## config.mk

```make
export PLATFORM = sky130hd
export DESIGN_NAME = idu_is_pipe4_sched_flat
export DESIGN_NICKNAME = d
export VERILOG_FILES = /design/src/rtl/idu_is_pipe4_sched_if.sv /design/src/rtl/idu_is_pipe4_sched.sv /design/src/flat_wrapper.sv
export SDC_FILE = /design/constraint.sdc
export NUM_CORES = 2
export LEC_CHECK = 0
export CORE_ASPECT_RATIO = 1.75
export CORE_MARGIN = 3
export CORE_UTILIZATION = 28
export DETAILED_ROUTE_END_ITERATION = 16
export GPL_TIMING_DRIVEN = 0
export PLACE_DENSITY_LB_ADDON = 0.2
export SLEW_MARGIN = 20
export SYNTH_ARGS = -nofsm -noshare
export SYNTH_HDL_FRONTEND = slang
export SYNTH_SLANG_ARGS = --single-unit
```

## constraint.sdc

```tcl
create_clock -name clk -period 3.5 [get_ports clk]
set_clock_uncertainty 0.1 [all_clocks]
set_input_delay 1.05 -clock clk [delete_from_list [all_inputs] [get_ports clk]]
set_output_delay 1.05 -clock clk [all_outputs]
set_load 0.02 [all_outputs]
```

## src/rtl/idu_is_pipe4_sched_if.sv

```systemverilog
// Dispatch, writeback-snoop and issue signals of the pipe4 issue scheduler.
// master: surrounding pipeline; slave: the scheduler itself.
interface idu_is_pipe4_sched_if;
  logic        rtu_global_flush;
  logic        dis_pipe4_vld;
  logic [4:0]  dis_pipe4_iid;
  logic [6:0]  dis_pipe4_opcode;
  logic        dis_pipe4_psrc1_vld;
  logic [5:0]  dis_pipe4_psrc1;
  logic        dis_pipe4_psrc1_rdy;
  logic        dis_pipe4_imm_vld;
  logic [63:0] dis_pipe4_imm;
  logic        sched_pipe4_full;
  logic [3:0]  sched_pipe4_cnt;
  logic        exu_idu_is_alu_ex_vld;
  logic [5:0]  exu_idu_is_alu_ex_preg;
  logic        exu_idu_is_mxu_ex_vld;
  logic [5:0]  exu_idu_is_mxu_ex_preg;
  logic        exu_idu_is_div_ex_vld;
  logic [5:0]  exu_idu_is_div_ex_preg;
  logic        exu_idu_is_lsu_ex_vld;
  logic [5:0]  exu_idu_is_lsu_ex_preg;
  logic        exu_idu_is_alu_cdb_vld;
  logic [5:0]  exu_idu_is_alu_cdb_preg;
  logic        exu_idu_is_mxu_cdb_vld;
  logic [5:0]  exu_idu_is_mxu_cdb_preg;
  logic        exu_idu_is_div_cdb_vld;
  logic [5:0]  exu_idu_is_div_cdb_preg;
  logic        exu_idu_is_lsu_cdb_vld;
  logic [5:0]  exu_idu_is_lsu_cdb_preg;
  logic        lsu_idu_pipe4_stall;
  logic        idu_idu_rf_pipe4_vld;
  logic [4:0]  idu_idu_rf_pipe4_iid;
  logic [6:0]  idu_idu_rf_pipe4_opcode;
  logic        idu_idu_rf_pipe4_psrc1_vld;
  logic [5:0]  idu_idu_rf_pipe4_psrc1;
  logic        idu_idu_rf_pipe4_imm_vld;
  logic [63:0] idu_idu_rf_pipe4_imm;

  modport master (
    output rtu_global_flush, dis_pipe4_vld, dis_pipe4_iid, dis_pipe4_opcode,
           dis_pipe4_psrc1_vld, dis_pipe4_psrc1, dis_pipe4_psrc1_rdy,
           dis_pipe4_imm_vld, dis_pipe4_imm,
           exu_idu_is_alu_ex_vld, exu_idu_is_alu_ex_preg,
           exu_idu_is_mxu_ex_vld, exu_idu_is_mxu_ex_preg,
           exu_idu_is_div_ex_vld, exu_idu_is_div_ex_preg,
           exu_idu_is_lsu_ex_vld, exu_idu_is_lsu_ex_preg,
           exu_idu_is_alu_cdb_vld, exu_idu_is_alu_cdb_preg,
           exu_idu_is_mxu_cdb_vld, exu_idu_is_mxu_cdb_preg,
           exu_idu_is_div_cdb_vld, exu_idu_is_div_cdb_preg,
           exu_idu_is_lsu_cdb_vld, exu_idu_is_lsu_cdb_preg,
           lsu_idu_pipe4_stall,
    input  sched_pipe4_full, sched_pipe4_cnt,
           idu_idu_rf_pipe4_vld, idu_idu_rf_pipe4_iid, idu_idu_rf_pipe4_opcode,
           idu_idu_rf_pipe4_psrc1_vld, idu_idu_rf_pipe4_psrc1,
           idu_idu_rf_pipe4_imm_vld, idu_idu_rf_pipe4_imm
  );

  modport slave (
    input  rtu_global_flush, dis_pipe4_vld, dis_pipe4_iid, dis_pipe4_opcode,
           dis_pipe4_psrc1_vld, dis_pipe4_psrc1, dis_pipe4_psrc1_rdy,
           dis_pipe4_imm_vld, dis_pipe4_imm,
           exu_idu_is_alu_ex_vld, exu_idu_is_alu_ex_preg,
           exu_idu_is_mxu_ex_vld, exu_idu_is_mxu_ex_preg,
           exu_idu_is_div_ex_vld, exu_idu_is_div_ex_preg,
           exu_idu_is_lsu_ex_vld, exu_idu_is_lsu_ex_preg,
           exu_idu_is_alu_cdb_vld, exu_idu_is_alu_cdb_preg,
           exu_idu_is_mxu_cdb_vld, exu_idu_is_mxu_cdb_preg,
           exu_idu_is_div_cdb_vld, exu_idu_is_div_cdb_preg,
           exu_idu_is_lsu_cdb_vld, exu_idu_is_lsu_cdb_preg,
           lsu_idu_pipe4_stall,
    output sched_pipe4_full, sched_pipe4_cnt,
           idu_idu_rf_pipe4_vld, idu_idu_rf_pipe4_iid, idu_idu_rf_pipe4_opcode,
           idu_idu_rf_pipe4_psrc1_vld, idu_idu_rf_pipe4_psrc1,
           idu_idu_rf_pipe4_imm_vld, idu_idu_rf_pipe4_imm
  );
endinterface

```

## src/rtl/idu_is_pipe4_sched.sv

```systemverilog
// Pipe4 issue scheduler: 8-entry queue, psrc1 wakeup from ex/cdb buses,
// oldest-ready select through an age matrix, one dispatch and one issue per cycle.
module idu_is_pipe4_sched (
  input  logic                       clk,
  input  logic                       rst_clk,
  idu_is_pipe4_sched_if.slave        bus
);
  logic [7:0]  vld_q, rdy_q, psrc1_vld_q, imm_vld_q;
  logic [4:0]  iid_q    [8];
  logic [6:0]  opcode_q [8];
  logic [5:0]  psrc1_q  [8];
  logic [63:0] imm_q    [8];
  logic [7:0]  age_q    [8];
  logic [3:0]  cnt_q;

  logic [7:0]  wb_vld;
  logic [5:0]  wb_preg [8];
  logic [7:0]  hit, cand, grant;
  logic        dis_hit, blocked, alloc, issue_vld, full;
  logic [2:0]  alloc_idx;
  logic [4:0]  iss_iid;
  logic [6:0]  iss_opcode;
  logic        iss_psrc1_vld, iss_imm_vld;
  logic [5:0]  iss_psrc1;
  logic [63:0] iss_imm;

  assign wb_vld = {bus.exu_idu_is_lsu_cdb_vld, bus.exu_idu_is_div_cdb_vld,
                   bus.exu_idu_is_mxu_cdb_vld, bus.exu_idu_is_alu_cdb_vld,
                   bus.exu_idu_is_lsu_ex_vld,  bus.exu_idu_is_div_ex_vld,
                   bus.exu_idu_is_mxu_ex_vld,  bus.exu_idu_is_alu_ex_vld};
  assign wb_preg[0] = bus.exu_idu_is_alu_ex_preg;
  assign wb_preg[1] = bus.exu_idu_is_mxu_ex_preg;
  assign wb_preg[2] = bus.exu_idu_is_div_ex_preg;
  assign wb_preg[3] = bus.exu_idu_is_lsu_ex_preg;
  assign wb_preg[4] = bus.exu_idu_is_alu_cdb_preg;
  assign wb_preg[5] = bus.exu_idu_is_mxu_cdb_preg;
  assign wb_preg[6] = bus.exu_idu_is_div_cdb_preg;
  assign wb_preg[7] = bus.exu_idu_is_lsu_cdb_preg;

  // Tag compare of every bus against every stored psrc1 and the incoming one.
  always_comb begin
    hit     = '0;
    dis_hit = 1'b0;
    for (int b = 0; b < 8; b++) begin
      if (wb_vld[b] && wb_preg[b] == bus.dis_pipe4_psrc1) dis_hit = 1'b1;
      for (int e = 0; e < 8; e++)
        if (wb_vld[b] && wb_preg[b] == psrc1_q[e]) hit[e] = 1'b1;
    end
  end

  always_comb begin
    alloc_idx = '0;
    for (int e = 7; e >= 0; e--)
      if (!vld_q[e]) alloc_idx = 3'(e);
  end

  // An entry wins when no other candidate is older than it.
  assign cand = vld_q & rdy_q;
  always_comb begin
    grant   = '0;
    blocked = 1'b0;
    for (int i = 0; i < 8; i++) begin
      blocked = 1'b0;
      for (int j = 0; j < 8; j++)
        if (cand[j] && age_q[j][i]) blocked = 1'b1;
      grant[i] = cand[i] & ~blocked;
    end
  end

  assign full      = (cnt_q == 4'd8);
  assign alloc     = bus.dis_pipe4_vld & ~full & ~bus.rtu_global_flush;
  assign issue_vld = (|cand) & ~bus.lsu_idu_pipe4_stall & ~bus.rtu_global_flush;

  always_comb begin
    iss_iid       = '0;
    iss_opcode    = '0;
    iss_psrc1_vld = 1'b0;
    iss_psrc1     = '0;
    iss_imm_vld   = 1'b0;
    iss_imm       = '0;
    for (int e = 0; e < 8; e++) begin
      if (issue_vld && grant[e]) begin
        iss_iid       = iss_iid       | iid_q[e];
        iss_opcode    = iss_opcode    | opcode_q[e];
        iss_psrc1_vld = iss_psrc1_vld | psrc1_vld_q[e];
        iss_psrc1     = iss_psrc1     | psrc1_q[e];
        iss_imm_vld   = iss_imm_vld   | imm_vld_q[e];
        iss_imm       = iss_imm       | imm_q[e];
      end
    end
  end

  always_ff @(posedge clk or negedge rst_clk) begin
    if (!rst_clk) begin
      vld_q       <= '0;
      rdy_q       <= '0;
      psrc1_vld_q <= '0;
      imm_vld_q   <= '0;
      cnt_q       <= '0;
      for (int e = 0; e < 8; e++) begin
        iid_q[e]    <= '0;
        opcode_q[e] <= '0;
        psrc1_q[e]  <= '0;
        imm_q[e]    <= '0;
        age_q[e]    <= '0;
      end
    end else if (bus.rtu_global_flush) begin
      vld_q <= '0;
      rdy_q <= '0;
      cnt_q <= '0;
    end else begin
      for (int e = 0; e < 8; e++)
        if (vld_q[e] && psrc1_vld_q[e] && hit[e]) rdy_q[e] <= 1'b1;
      vld_q <= (vld_q & ~(issue_vld ? grant : 8'h00))
             | (alloc ? (8'h01 << alloc_idx) : 8'h00);
      cnt_q <= cnt_q + {3'b000, alloc} - {3'b000, issue_vld};
      if (alloc) begin
        iid_q[alloc_idx]       <= bus.dis_pipe4_iid;
        opcode_q[alloc_idx]    <= bus.dis_pipe4_opcode;
        psrc1_vld_q[alloc_idx] <= bus.dis_pipe4_psrc1_vld;
        psrc1_q[alloc_idx]     <= bus.dis_pipe4_psrc1;
        imm_vld_q[alloc_idx]   <= bus.dis_pipe4_imm_vld;
        imm_q[alloc_idx]       <= bus.dis_pipe4_imm;
        rdy_q[alloc_idx]       <= ~bus.dis_pipe4_psrc1_vld | bus.dis_pipe4_psrc1_rdy | dis_hit;
        // New entry is younger than every valid entry.
        for (int j = 0; j < 8; j++) age_q[j][alloc_idx] <= vld_q[j];
        age_q[alloc_idx] <= '0;
      end
    end
  end

  assign bus.sched_pipe4_full           = full;
  assign bus.sched_pipe4_cnt            = cnt_q;
  assign bus.idu_idu_rf_pipe4_vld       = issue_vld;
  assign bus.idu_idu_rf_pipe4_iid       = iss_iid;
  assign bus.idu_idu_rf_pipe4_opcode    = iss_opcode;
  assign bus.idu_idu_rf_pipe4_psrc1_vld = iss_psrc1_vld;
  assign bus.idu_idu_rf_pipe4_psrc1     = iss_psrc1;
  assign bus.idu_idu_rf_pipe4_imm_vld   = iss_imm_vld;
  assign bus.idu_idu_rf_pipe4_imm       = iss_imm;
endmodule

```

## src/flat_wrapper.sv

```systemverilog
// flat-port wrapper written by rule: the top's interface ports become plain ports
module idu_is_pipe4_sched_flat 
  (clk, rst_clk, bus_rtu_global_flush, bus_dis_pipe4_vld, bus_dis_pipe4_iid, bus_dis_pipe4_opcode, bus_dis_pipe4_psrc1_vld, bus_dis_pipe4_psrc1, bus_dis_pipe4_psrc1_rdy, bus_dis_pipe4_imm_vld, bus_dis_pipe4_imm, bus_exu_idu_is_alu_ex_vld, bus_exu_idu_is_alu_ex_preg, bus_exu_idu_is_mxu_ex_vld, bus_exu_idu_is_mxu_ex_preg, bus_exu_idu_is_div_ex_vld, bus_exu_idu_is_div_ex_preg, bus_exu_idu_is_lsu_ex_vld, bus_exu_idu_is_lsu_ex_preg, bus_exu_idu_is_alu_cdb_vld, bus_exu_idu_is_alu_cdb_preg, bus_exu_idu_is_mxu_cdb_vld, bus_exu_idu_is_mxu_cdb_preg, bus_exu_idu_is_div_cdb_vld, bus_exu_idu_is_div_cdb_preg, bus_exu_idu_is_lsu_cdb_vld, bus_exu_idu_is_lsu_cdb_preg, bus_lsu_idu_pipe4_stall, bus_sched_pipe4_full, bus_sched_pipe4_cnt, bus_idu_idu_rf_pipe4_vld, bus_idu_idu_rf_pipe4_iid, bus_idu_idu_rf_pipe4_opcode, bus_idu_idu_rf_pipe4_psrc1_vld, bus_idu_idu_rf_pipe4_psrc1, bus_idu_idu_rf_pipe4_imm_vld, bus_idu_idu_rf_pipe4_imm);
  idu_is_pipe4_sched_if bus_i ();
  input  logic clk;
  input  logic rst_clk;
  input wire logic [$bits(bus_i.rtu_global_flush)-1:0] bus_rtu_global_flush;
  input wire logic [$bits(bus_i.dis_pipe4_vld)-1:0] bus_dis_pipe4_vld;
  input wire logic [$bits(bus_i.dis_pipe4_iid)-1:0] bus_dis_pipe4_iid;
  input wire logic [$bits(bus_i.dis_pipe4_opcode)-1:0] bus_dis_pipe4_opcode;
  input wire logic [$bits(bus_i.dis_pipe4_psrc1_vld)-1:0] bus_dis_pipe4_psrc1_vld;
  input wire logic [$bits(bus_i.dis_pipe4_psrc1)-1:0] bus_dis_pipe4_psrc1;
  input wire logic [$bits(bus_i.dis_pipe4_psrc1_rdy)-1:0] bus_dis_pipe4_psrc1_rdy;
  input wire logic [$bits(bus_i.dis_pipe4_imm_vld)-1:0] bus_dis_pipe4_imm_vld;
  input wire logic [$bits(bus_i.dis_pipe4_imm)-1:0] bus_dis_pipe4_imm;
  input wire logic [$bits(bus_i.exu_idu_is_alu_ex_vld)-1:0] bus_exu_idu_is_alu_ex_vld;
  input wire logic [$bits(bus_i.exu_idu_is_alu_ex_preg)-1:0] bus_exu_idu_is_alu_ex_preg;
  input wire logic [$bits(bus_i.exu_idu_is_mxu_ex_vld)-1:0] bus_exu_idu_is_mxu_ex_vld;
  input wire logic [$bits(bus_i.exu_idu_is_mxu_ex_preg)-1:0] bus_exu_idu_is_mxu_ex_preg;
  input wire logic [$bits(bus_i.exu_idu_is_div_ex_vld)-1:0] bus_exu_idu_is_div_ex_vld;
  input wire logic [$bits(bus_i.exu_idu_is_div_ex_preg)-1:0] bus_exu_idu_is_div_ex_preg;
  input wire logic [$bits(bus_i.exu_idu_is_lsu_ex_vld)-1:0] bus_exu_idu_is_lsu_ex_vld;
  input wire logic [$bits(bus_i.exu_idu_is_lsu_ex_preg)-1:0] bus_exu_idu_is_lsu_ex_preg;
  input wire logic [$bits(bus_i.exu_idu_is_alu_cdb_vld)-1:0] bus_exu_idu_is_alu_cdb_vld;
  input wire logic [$bits(bus_i.exu_idu_is_alu_cdb_preg)-1:0] bus_exu_idu_is_alu_cdb_preg;
  input wire logic [$bits(bus_i.exu_idu_is_mxu_cdb_vld)-1:0] bus_exu_idu_is_mxu_cdb_vld;
  input wire logic [$bits(bus_i.exu_idu_is_mxu_cdb_preg)-1:0] bus_exu_idu_is_mxu_cdb_preg;
  input wire logic [$bits(bus_i.exu_idu_is_div_cdb_vld)-1:0] bus_exu_idu_is_div_cdb_vld;
  input wire logic [$bits(bus_i.exu_idu_is_div_cdb_preg)-1:0] bus_exu_idu_is_div_cdb_preg;
  input wire logic [$bits(bus_i.exu_idu_is_lsu_cdb_vld)-1:0] bus_exu_idu_is_lsu_cdb_vld;
  input wire logic [$bits(bus_i.exu_idu_is_lsu_cdb_preg)-1:0] bus_exu_idu_is_lsu_cdb_preg;
  input wire logic [$bits(bus_i.lsu_idu_pipe4_stall)-1:0] bus_lsu_idu_pipe4_stall;
  output wire logic [$bits(bus_i.sched_pipe4_full)-1:0] bus_sched_pipe4_full;
  output wire logic [$bits(bus_i.sched_pipe4_cnt)-1:0] bus_sched_pipe4_cnt;
  output wire logic [$bits(bus_i.idu_idu_rf_pipe4_vld)-1:0] bus_idu_idu_rf_pipe4_vld;
  output wire logic [$bits(bus_i.idu_idu_rf_pipe4_iid)-1:0] bus_idu_idu_rf_pipe4_iid;
  output wire logic [$bits(bus_i.idu_idu_rf_pipe4_opcode)-1:0] bus_idu_idu_rf_pipe4_opcode;
  output wire logic [$bits(bus_i.idu_idu_rf_pipe4_psrc1_vld)-1:0] bus_idu_idu_rf_pipe4_psrc1_vld;
  output wire logic [$bits(bus_i.idu_idu_rf_pipe4_psrc1)-1:0] bus_idu_idu_rf_pipe4_psrc1;
  output wire logic [$bits(bus_i.idu_idu_rf_pipe4_imm_vld)-1:0] bus_idu_idu_rf_pipe4_imm_vld;
  output wire logic [$bits(bus_i.idu_idu_rf_pipe4_imm)-1:0] bus_idu_idu_rf_pipe4_imm;
  assign bus_i.rtu_global_flush = bus_rtu_global_flush;
  assign bus_i.dis_pipe4_vld = bus_dis_pipe4_vld;
  assign bus_i.dis_pipe4_iid = bus_dis_pipe4_iid;
  assign bus_i.dis_pipe4_opcode = bus_dis_pipe4_opcode;
  assign bus_i.dis_pipe4_psrc1_vld = bus_dis_pipe4_psrc1_vld;
  assign bus_i.dis_pipe4_psrc1 = bus_dis_pipe4_psrc1;
  assign bus_i.dis_pipe4_psrc1_rdy = bus_dis_pipe4_psrc1_rdy;
  assign bus_i.dis_pipe4_imm_vld = bus_dis_pipe4_imm_vld;
  assign bus_i.dis_pipe4_imm = bus_dis_pipe4_imm;
  assign bus_i.exu_idu_is_alu_ex_vld = bus_exu_idu_is_alu_ex_vld;
  assign bus_i.exu_idu_is_alu_ex_preg = bus_exu_idu_is_alu_ex_preg;
  assign bus_i.exu_idu_is_mxu_ex_vld = bus_exu_idu_is_mxu_ex_vld;
  assign bus_i.exu_idu_is_mxu_ex_preg = bus_exu_idu_is_mxu_ex_preg;
  assign bus_i.exu_idu_is_div_ex_vld = bus_exu_idu_is_div_ex_vld;
  assign bus_i.exu_idu_is_div_ex_preg = bus_exu_idu_is_div_ex_preg;
  assign bus_i.exu_idu_is_lsu_ex_vld = bus_exu_idu_is_lsu_ex_vld;
  assign bus_i.exu_idu_is_lsu_ex_preg = bus_exu_idu_is_lsu_ex_preg;
  assign bus_i.exu_idu_is_alu_cdb_vld = bus_exu_idu_is_alu_cdb_vld;
  assign bus_i.exu_idu_is_alu_cdb_preg = bus_exu_idu_is_alu_cdb_preg;
  assign bus_i.exu_idu_is_mxu_cdb_vld = bus_exu_idu_is_mxu_cdb_vld;
  assign bus_i.exu_idu_is_mxu_cdb_preg = bus_exu_idu_is_mxu_cdb_preg;
  assign bus_i.exu_idu_is_div_cdb_vld = bus_exu_idu_is_div_cdb_vld;
  assign bus_i.exu_idu_is_div_cdb_preg = bus_exu_idu_is_div_cdb_preg;
  assign bus_i.exu_idu_is_lsu_cdb_vld = bus_exu_idu_is_lsu_cdb_vld;
  assign bus_i.exu_idu_is_lsu_cdb_preg = bus_exu_idu_is_lsu_cdb_preg;
  assign bus_i.lsu_idu_pipe4_stall = bus_lsu_idu_pipe4_stall;
  assign bus_sched_pipe4_full = bus_i.sched_pipe4_full;
  assign bus_sched_pipe4_cnt = bus_i.sched_pipe4_cnt;
  assign bus_idu_idu_rf_pipe4_vld = bus_i.idu_idu_rf_pipe4_vld;
  assign bus_idu_idu_rf_pipe4_iid = bus_i.idu_idu_rf_pipe4_iid;
  assign bus_idu_idu_rf_pipe4_opcode = bus_i.idu_idu_rf_pipe4_opcode;
  assign bus_idu_idu_rf_pipe4_psrc1_vld = bus_i.idu_idu_rf_pipe4_psrc1_vld;
  assign bus_idu_idu_rf_pipe4_psrc1 = bus_i.idu_idu_rf_pipe4_psrc1;
  assign bus_idu_idu_rf_pipe4_imm_vld = bus_i.idu_idu_rf_pipe4_imm_vld;
  assign bus_idu_idu_rf_pipe4_imm = bus_i.idu_idu_rf_pipe4_imm;
  idu_is_pipe4_sched u_core (.clk(clk), .rst_clk(rst_clk), .bus(bus_i));
endmodule
```

[Word-level counts from Yosys, hierarchy flattened]
Cells that the tools add are included.
Operators by class
  add/subtract/negate cells: 2
  order comparisons: 4
  equality and inequality tests: 73
  shift operators: 1
  mux-type cells: 241
  bitwise gates (word level): 75
  reduce and logical (&&, ||, !) cells: 164
Operators with widths (number)
  2-to-1 mux 64 bit: 9
  bitwise mux 512 bit: 1
  bitwise OR 64 bit: 7
  == test 6 bit: 72
  demux 64 bit (select 3 bit): 1
  2-to-1 mux 1 bit: 169
  logical AND 1 bit: 162
  bitwise mux 8 bit: 11
  AND 64 bit: 1
  NOT 64 bit: 1
  2-to-1 mux 7 bit: 9
  bitwise mux 56 bit: 1
  2-to-1 mux 6 bit: 9
  bitwise OR 7 bit: 7
  bitwise mux 48 bit: 1
  2-to-1 mux 8 bit: 6
  2-to-1 mux 5 bit: 9
  bitwise OR 6 bit: 7
  bitwise mux 40 bit: 1
  bitwise OR 5 bit: 7
  demux 8 bit (select 3 bit): 1
  2-to-1 mux 3 bit: 8
  demux 7 bit (select 3 bit): 1
  demux 6 bit (select 3 bit): 1
  20 further kinds: 58
Word-level totals
  flip-flop bits (word level): 756
  input bits: 146

[Depth between registers and ports, before layout]
  word-level depth: 28
  mapped depth: 14
  mapped depth without buffers: 11

[Least setup slack after synthesis]
Ideal clock, no wire load.
  path type: register to output
  start: reg u_core.vld_q[6]
  end: out bus_idu_idu_rf_pipe4_imm[10]
  arrival: 2.344 ns
  path slack: 0.006 ns
  cell stages (with the launch flop): 12
  buffers on the path: 5
  cell sequence: dfrtp_1 buf_6 and2_4 buf_6 a2111o_1 a221oi_2 and3_1 buf_4 buf_8 buf_6 a222oi_1 a41oi_1
On the way
  cells in the longest elaborated chain, start to end: 22
Ends and longest elaborated chain
  from (decl): line idu_is_pipe4_sched.sv:8  | logic [7:0] vld_q, rdy_q, psrc1_vld_q, imm_vld_q;
  from (signal assigned): line idu_is_pipe4_sched.sv:114  | vld_q <= (vld_q & ~(issue_vld ? grant : 8'h00))
  AND 8 bit (*): line idu_is_pipe4_sched.sv:58  | assign cand = vld_q & rdy_q;
  logical AND 1 bit: line idu_is_pipe4_sched.sv:65  | if (cand[j] && age_q[j][i]) blocked = 1'b1;
  2-to-1 mux 1 bit (2 in a row): line idu_is_pipe4_sched.sv:65
  NOT 1 bit: line idu_is_pipe4_sched.sv:66  | grant[i] = cand[i] & ~blocked;
  AND 1 bit: line idu_is_pipe4_sched.sv:66
  logical AND 1 bit: line idu_is_pipe4_sched.sv:82  | if (issue_vld && grant[e]) begin
  2-to-1 mux 64 bit: line idu_is_pipe4_sched.sv:82
  bitwise OR 64 bit: line idu_is_pipe4_sched.sv:88  | iss_imm = iss_imm | imm_q[e];
  [... 5 more ...]
  bitwise OR 64 bit: line idu_is_pipe4_sched.sv:88
  2-to-1 mux 64 bit: line idu_is_pipe4_sched.sv:82
  bitwise OR 64 bit: line idu_is_pipe4_sched.sv:88
  2-to-1 mux 64 bit: line idu_is_pipe4_sched.sv:82
  bitwise OR 64 bit: line idu_is_pipe4_sched.sv:88
  2-to-1 mux 64 bit: line idu_is_pipe4_sched.sv:82
  bitwise OR 64 bit: line idu_is_pipe4_sched.sv:88
  2-to-1 mux 64 bit (*): line idu_is_pipe4_sched.sv:82
  to (decl): line flat_wrapper.sv:41  | output wire logic [$bits(bus_i.idu_idu_rf_pipe4_imm)-1:0] bus_idu_idu_rf_pipe4_imm;
Every way passes the cells marked *; elsewhere a longest branch is shown, timed or not.

[Final worst setup path]
  start: reg u_core.vld_q[6]
  end: out bus_idu_idu_rf_pipe4_imm[1]
The elaborated chain is that of the path after synthesis.

==> impl_metrics.env <==
export IMPL_critical_path_required_ns=2.35
export IMPL_synth_compound_area_share_pct=9.26
export IMPL_final_nets=4647
export IMPL_min_period_over_period_pct=126
export IMPL_cts_buffer_depth=3
export IMPL_crit_path_max_incr_delay_ns=0.43
export IMPL_max_slew_margin_pct=19.0
export IMPL_drv_cap=0
export IMPL_ys_async_sr_fraction_pct=100
export IMPL_synth_xor_area_share_pct=10.0
export IMPL_synth_most_common_cell="nand2_1"
export IMPL_synth_fa_ha_area_share_pct=0.218
export IMPL_worstMarginPinSlew_ns=1.21
export IMPL_ys_ff_latch=756
export IMPL_power_density_mw_per_mm2=499
export IMPL_insertion_delay_ns=0.67
export IMPL_path_max_fanout=5
export IMPL_synth_top_family_by_area="simple AND/OR/NAND/NOR gates"
export IMPL_die_x_um=284
export IMPL_rows=178
export IMPL_num_vias=32647
export IMPL_synth_edf_count=0
export IMPL_portBuffers=172
export IMPL_r2r_cells=7
export IMPL_grt_pass1_wl_mm=233
export IMPL_tritoncts_num_buffers=73
export IMPL_status="finished with violations"
export IMPL_setup_violations=86
export IMPL_die_area_mm2=0.140
export IMPL_finalSetupTns_ns=-66.11
export IMPL_grt_pass1_vias=33056
export IMPL_ys_seq_area_share_pct=49.9
export IMPL_min_period_ns=4.42
export IMPL_path_clk_slew_ns=0.07
export IMPL_place_gp_congestion=0.963
export IMPL_drt_iter0_markers=3136
export IMPL_critPathMostFrequentCell="buf_4"
export IMPL_grt_max_degree=97
export IMPL_max_freq_ghz=0.226
export IMPL_first_pass_iters=7
export IMPL_fp_coreArea_mm2=0.135
export IMPL_min_path_type="in -> async"
export IMPL_crit_arrival_ns=3.27
export IMPL_violations="negative setup slack"
export IMPL_fp_dieH_um=493
export IMPL_worst_setup_path_type="reg -> out"
export IMPL_drtAntennaViolNets=0
export IMPL_fin_ws_ns=-0.917
export IMPL_drc=0
export IMPL_synth_top_cell_area_share_pct=49.9
export IMPL_critPathCaptureType="output pin"
export IMPL_dpl_hpwl_mm=111
export IMPL_h_tree_depth=3
export IMPL_syn_nets=4299
export IMPL_start_kind="flip-flop"
export IMPL_grt_util_all_layers_pct=22.4
export IMPL_synth_cell_type_count=62
export IMPL_path_cells="and2_4 > a2111o_1 > a221oi_2 > and3_1 > buf_6 > buf_12 > buf_4 > clkbuf_16 > a222oi_1 > a41oi_2 > buf_4"
export IMPL_start_util_pct=28.2
export IMPL_ys_flop_type="dfrtp_1"
export IMPL_slew_viol_final=0
export IMPL_crit_path_top_delay_cell="dfrtp_1"
export IMPL_synth_area_mm2=0.0379
export IMPL_root_buffer="clkbuf_16"
export IMPL_avgViaCountPerCell=5.13
export IMPL_avgSynthCellArea_um2=9.14
export IMPL_wirelength_mm=162
export IMPL_place_inst=6128
export IMPL_yosysWarnings=0
export IMPL_synth_area_top_cells="dfrtp_1 50%, nand2_1 17%, xnor2_1 5.2%, xor2_1 4.9%, mux2_2 4.8%"
export IMPL_post_drt_wl_per_cell_um=25.5
export IMPL_cts_num_sinks=756
export IMPL_io_pin_count=236
export IMPL_layoutNonFillerInstCount=6359
export IMPL_yosysTopAreaCell="dfrtp_1"
export IMPL_synthTopCellsByCount="1695 x nand2_1, 756 x dfrtp_1, 223 x xnor2_1"
export IMPL_grt_overflow_total=0
export IMPL_rsz0062_at_grt="true"
export IMPL_irDropWorstVdd_v=0.000310
export IMPL_drive_gt1_share_pct=19.0
export IMPL_pre_cts_slack_ns=-2.33
export IMPL_synth_cells=4147
export IMPL_antenna_found_initial=12
export IMPL_syn_to_final_growth_pct=25.7
export IMPL_synth_simple_gate_area_share_pct=21.1
export IMPL_muxShareOfSynthArea_pct=4.89
export IMPL_hold_viol=0
export IMPL_leakagePower_nw=22.1
export IMPL_cts_tree="built"
cells in the final DEF, fill, tap and decap left out, types with 7 or more instances in the layout:
cell	netlist	routed
nand2_1	1695	1681
dfrtp_1	756	754
xnor2_1	223	223
xor2_1	211	211
mux2_2	162	162
a22oi_1	185	154
buf_4	19	144
clkbuf_1	176	121
clkbuf_16	0	92
buf_2	127	91
clkdlybuf4s50_1	0	85
a222oi_1	84	84
nor4_1	85	81
nand4_1	74	74
a41oi_2	0	62
buf_6	7	54
nor2_1	49	47
buf_12	0	35
a22oi_2	0	31
clkbuf_2	1	27
buf_8	1	26
a21oi_1	26	25
buf_1	34	21
clkbuf_8	0	19
clkinv_2	0	18
inv_1	17	15
buf_16	0	13
clkbuf_4	0	12
a41oi_4	0	11
a41oi_1	84	11
or4_1	10	10
nand3_1	9	9
o21ai_0	9	9
diode_2	0	8
and2_4	1	8
and2_1	15	8
nand2_2	0	7
nand2_4	0	7
kinds of logic (layout without fill, tap and decap cells):
| family | count (synthesis) | in the layout |
|---|---|---|
| simple gates | 1971 | 1971 |
| other cells | 0 | 8 |
| buf+inv | 383 | 787 |
| xor+xnor | 434 | 434 |
| fa+ha+maj | 6 | 6 |
| compound gates | 432 | 432 |
| flops | 756 | 756 |
| mux | 165 | 165 |
worst max-delay path: cells and delay by family (launching register included):
family | cells | cell delay [ns]
flip-flops | 1 | 0.43
AND/OR/NAND/NOR | 2 | 0.40
AO/OA/AOI/OAI | 4 | 1.00
buffers and inverters | 5 | 0.74
report_power, final:
part	switching, mW	internal, mW	leakage [nW]	total (mW)
clock	3.68	4.75	1.23	8.43
sequential	0.814	10.2	10.2	11.0
combinational	2.67	1.72	10.6	4.39
total	7.17	16.6	22.1	23.8
repair_timing:
action                                  in CTS  in global routing
pin swaps                                  107                 81
hold buffers                                 0                  0
gates resized for setup                    824                193
gates cloned                                10                 12
endpoints found under the setup margin     545                216
setup buffers                               48                 48
through the flow:
stage	util, %	hold slack, ns	area [um^2]	power [mW]
2_1_floorplan	-	0.343	37900	13.6
3_3_place_gp	31.1	0.358	41900	15.2
3_5_place_dp	31.3	0.363	42100	15.3
4_1_cts	34.6	0.181	46600	23.9
5_1_grt	35.4	0.198	47600	24.9
6_report	35.4	0.193	47700	23.8
metal layers:
metal	up-vias	share of wire, %	track usage (%)
met5	-	0.039	0
met1	16390	38	26.2
li1	14577	-	-
met4	10	6.1	12.4
met2	1270	50	39.1
met3	400	5.6	3.64
flip-flops by register name, summed over array words and instances (netlist names):
signal and flops:
u_core.imm_q 512, u_core.age_q 64, u_core.opcode_q 56, u_core.psrc1_q 48
u_core.iid_q 40, u_core.imm_vld_q 8, u_core.psrc1_vld_q 8, u_core.rdy_q 8
u_core.vld_q 8, u_core.bus.sched_pipe4_cnt 4
path summary, 6_finish.rpt:
kind                                         start                     endpoint  slack [ns]
worst max-delay path               u_core.vld_q[6]  bus_idu_idu_rf_pipe4_imm[1]       -0.92
worst min-delay path                       rst_clk            u_core.imm_q[140]        0.19
worst max register to register  u_core.psrc1_q[44]              u_core.rdy_q[0]       -0.05
worst min register to register    u_core.iid_q[35]             u_core.iid_q[35]        0.38
max in group asynchronous                  rst_clk            u_core.imm_q[253]        0.72
min in group clk                  u_core.iid_q[35]             u_core.iid_q[35]        0.38
layout make-up:
cell class	instances	area [um^2]
multi-input combinational	3008	18300
buffer	348	2430
sequential	756	18900
antenna	8	20.0
fill	13842	86900
timing repair buffer	290	3190
tap	1800	2250
inverter	18	72.6
clock inverter	28	308
clock buffer	103	2150
Power figures use the tool's default switching activity.
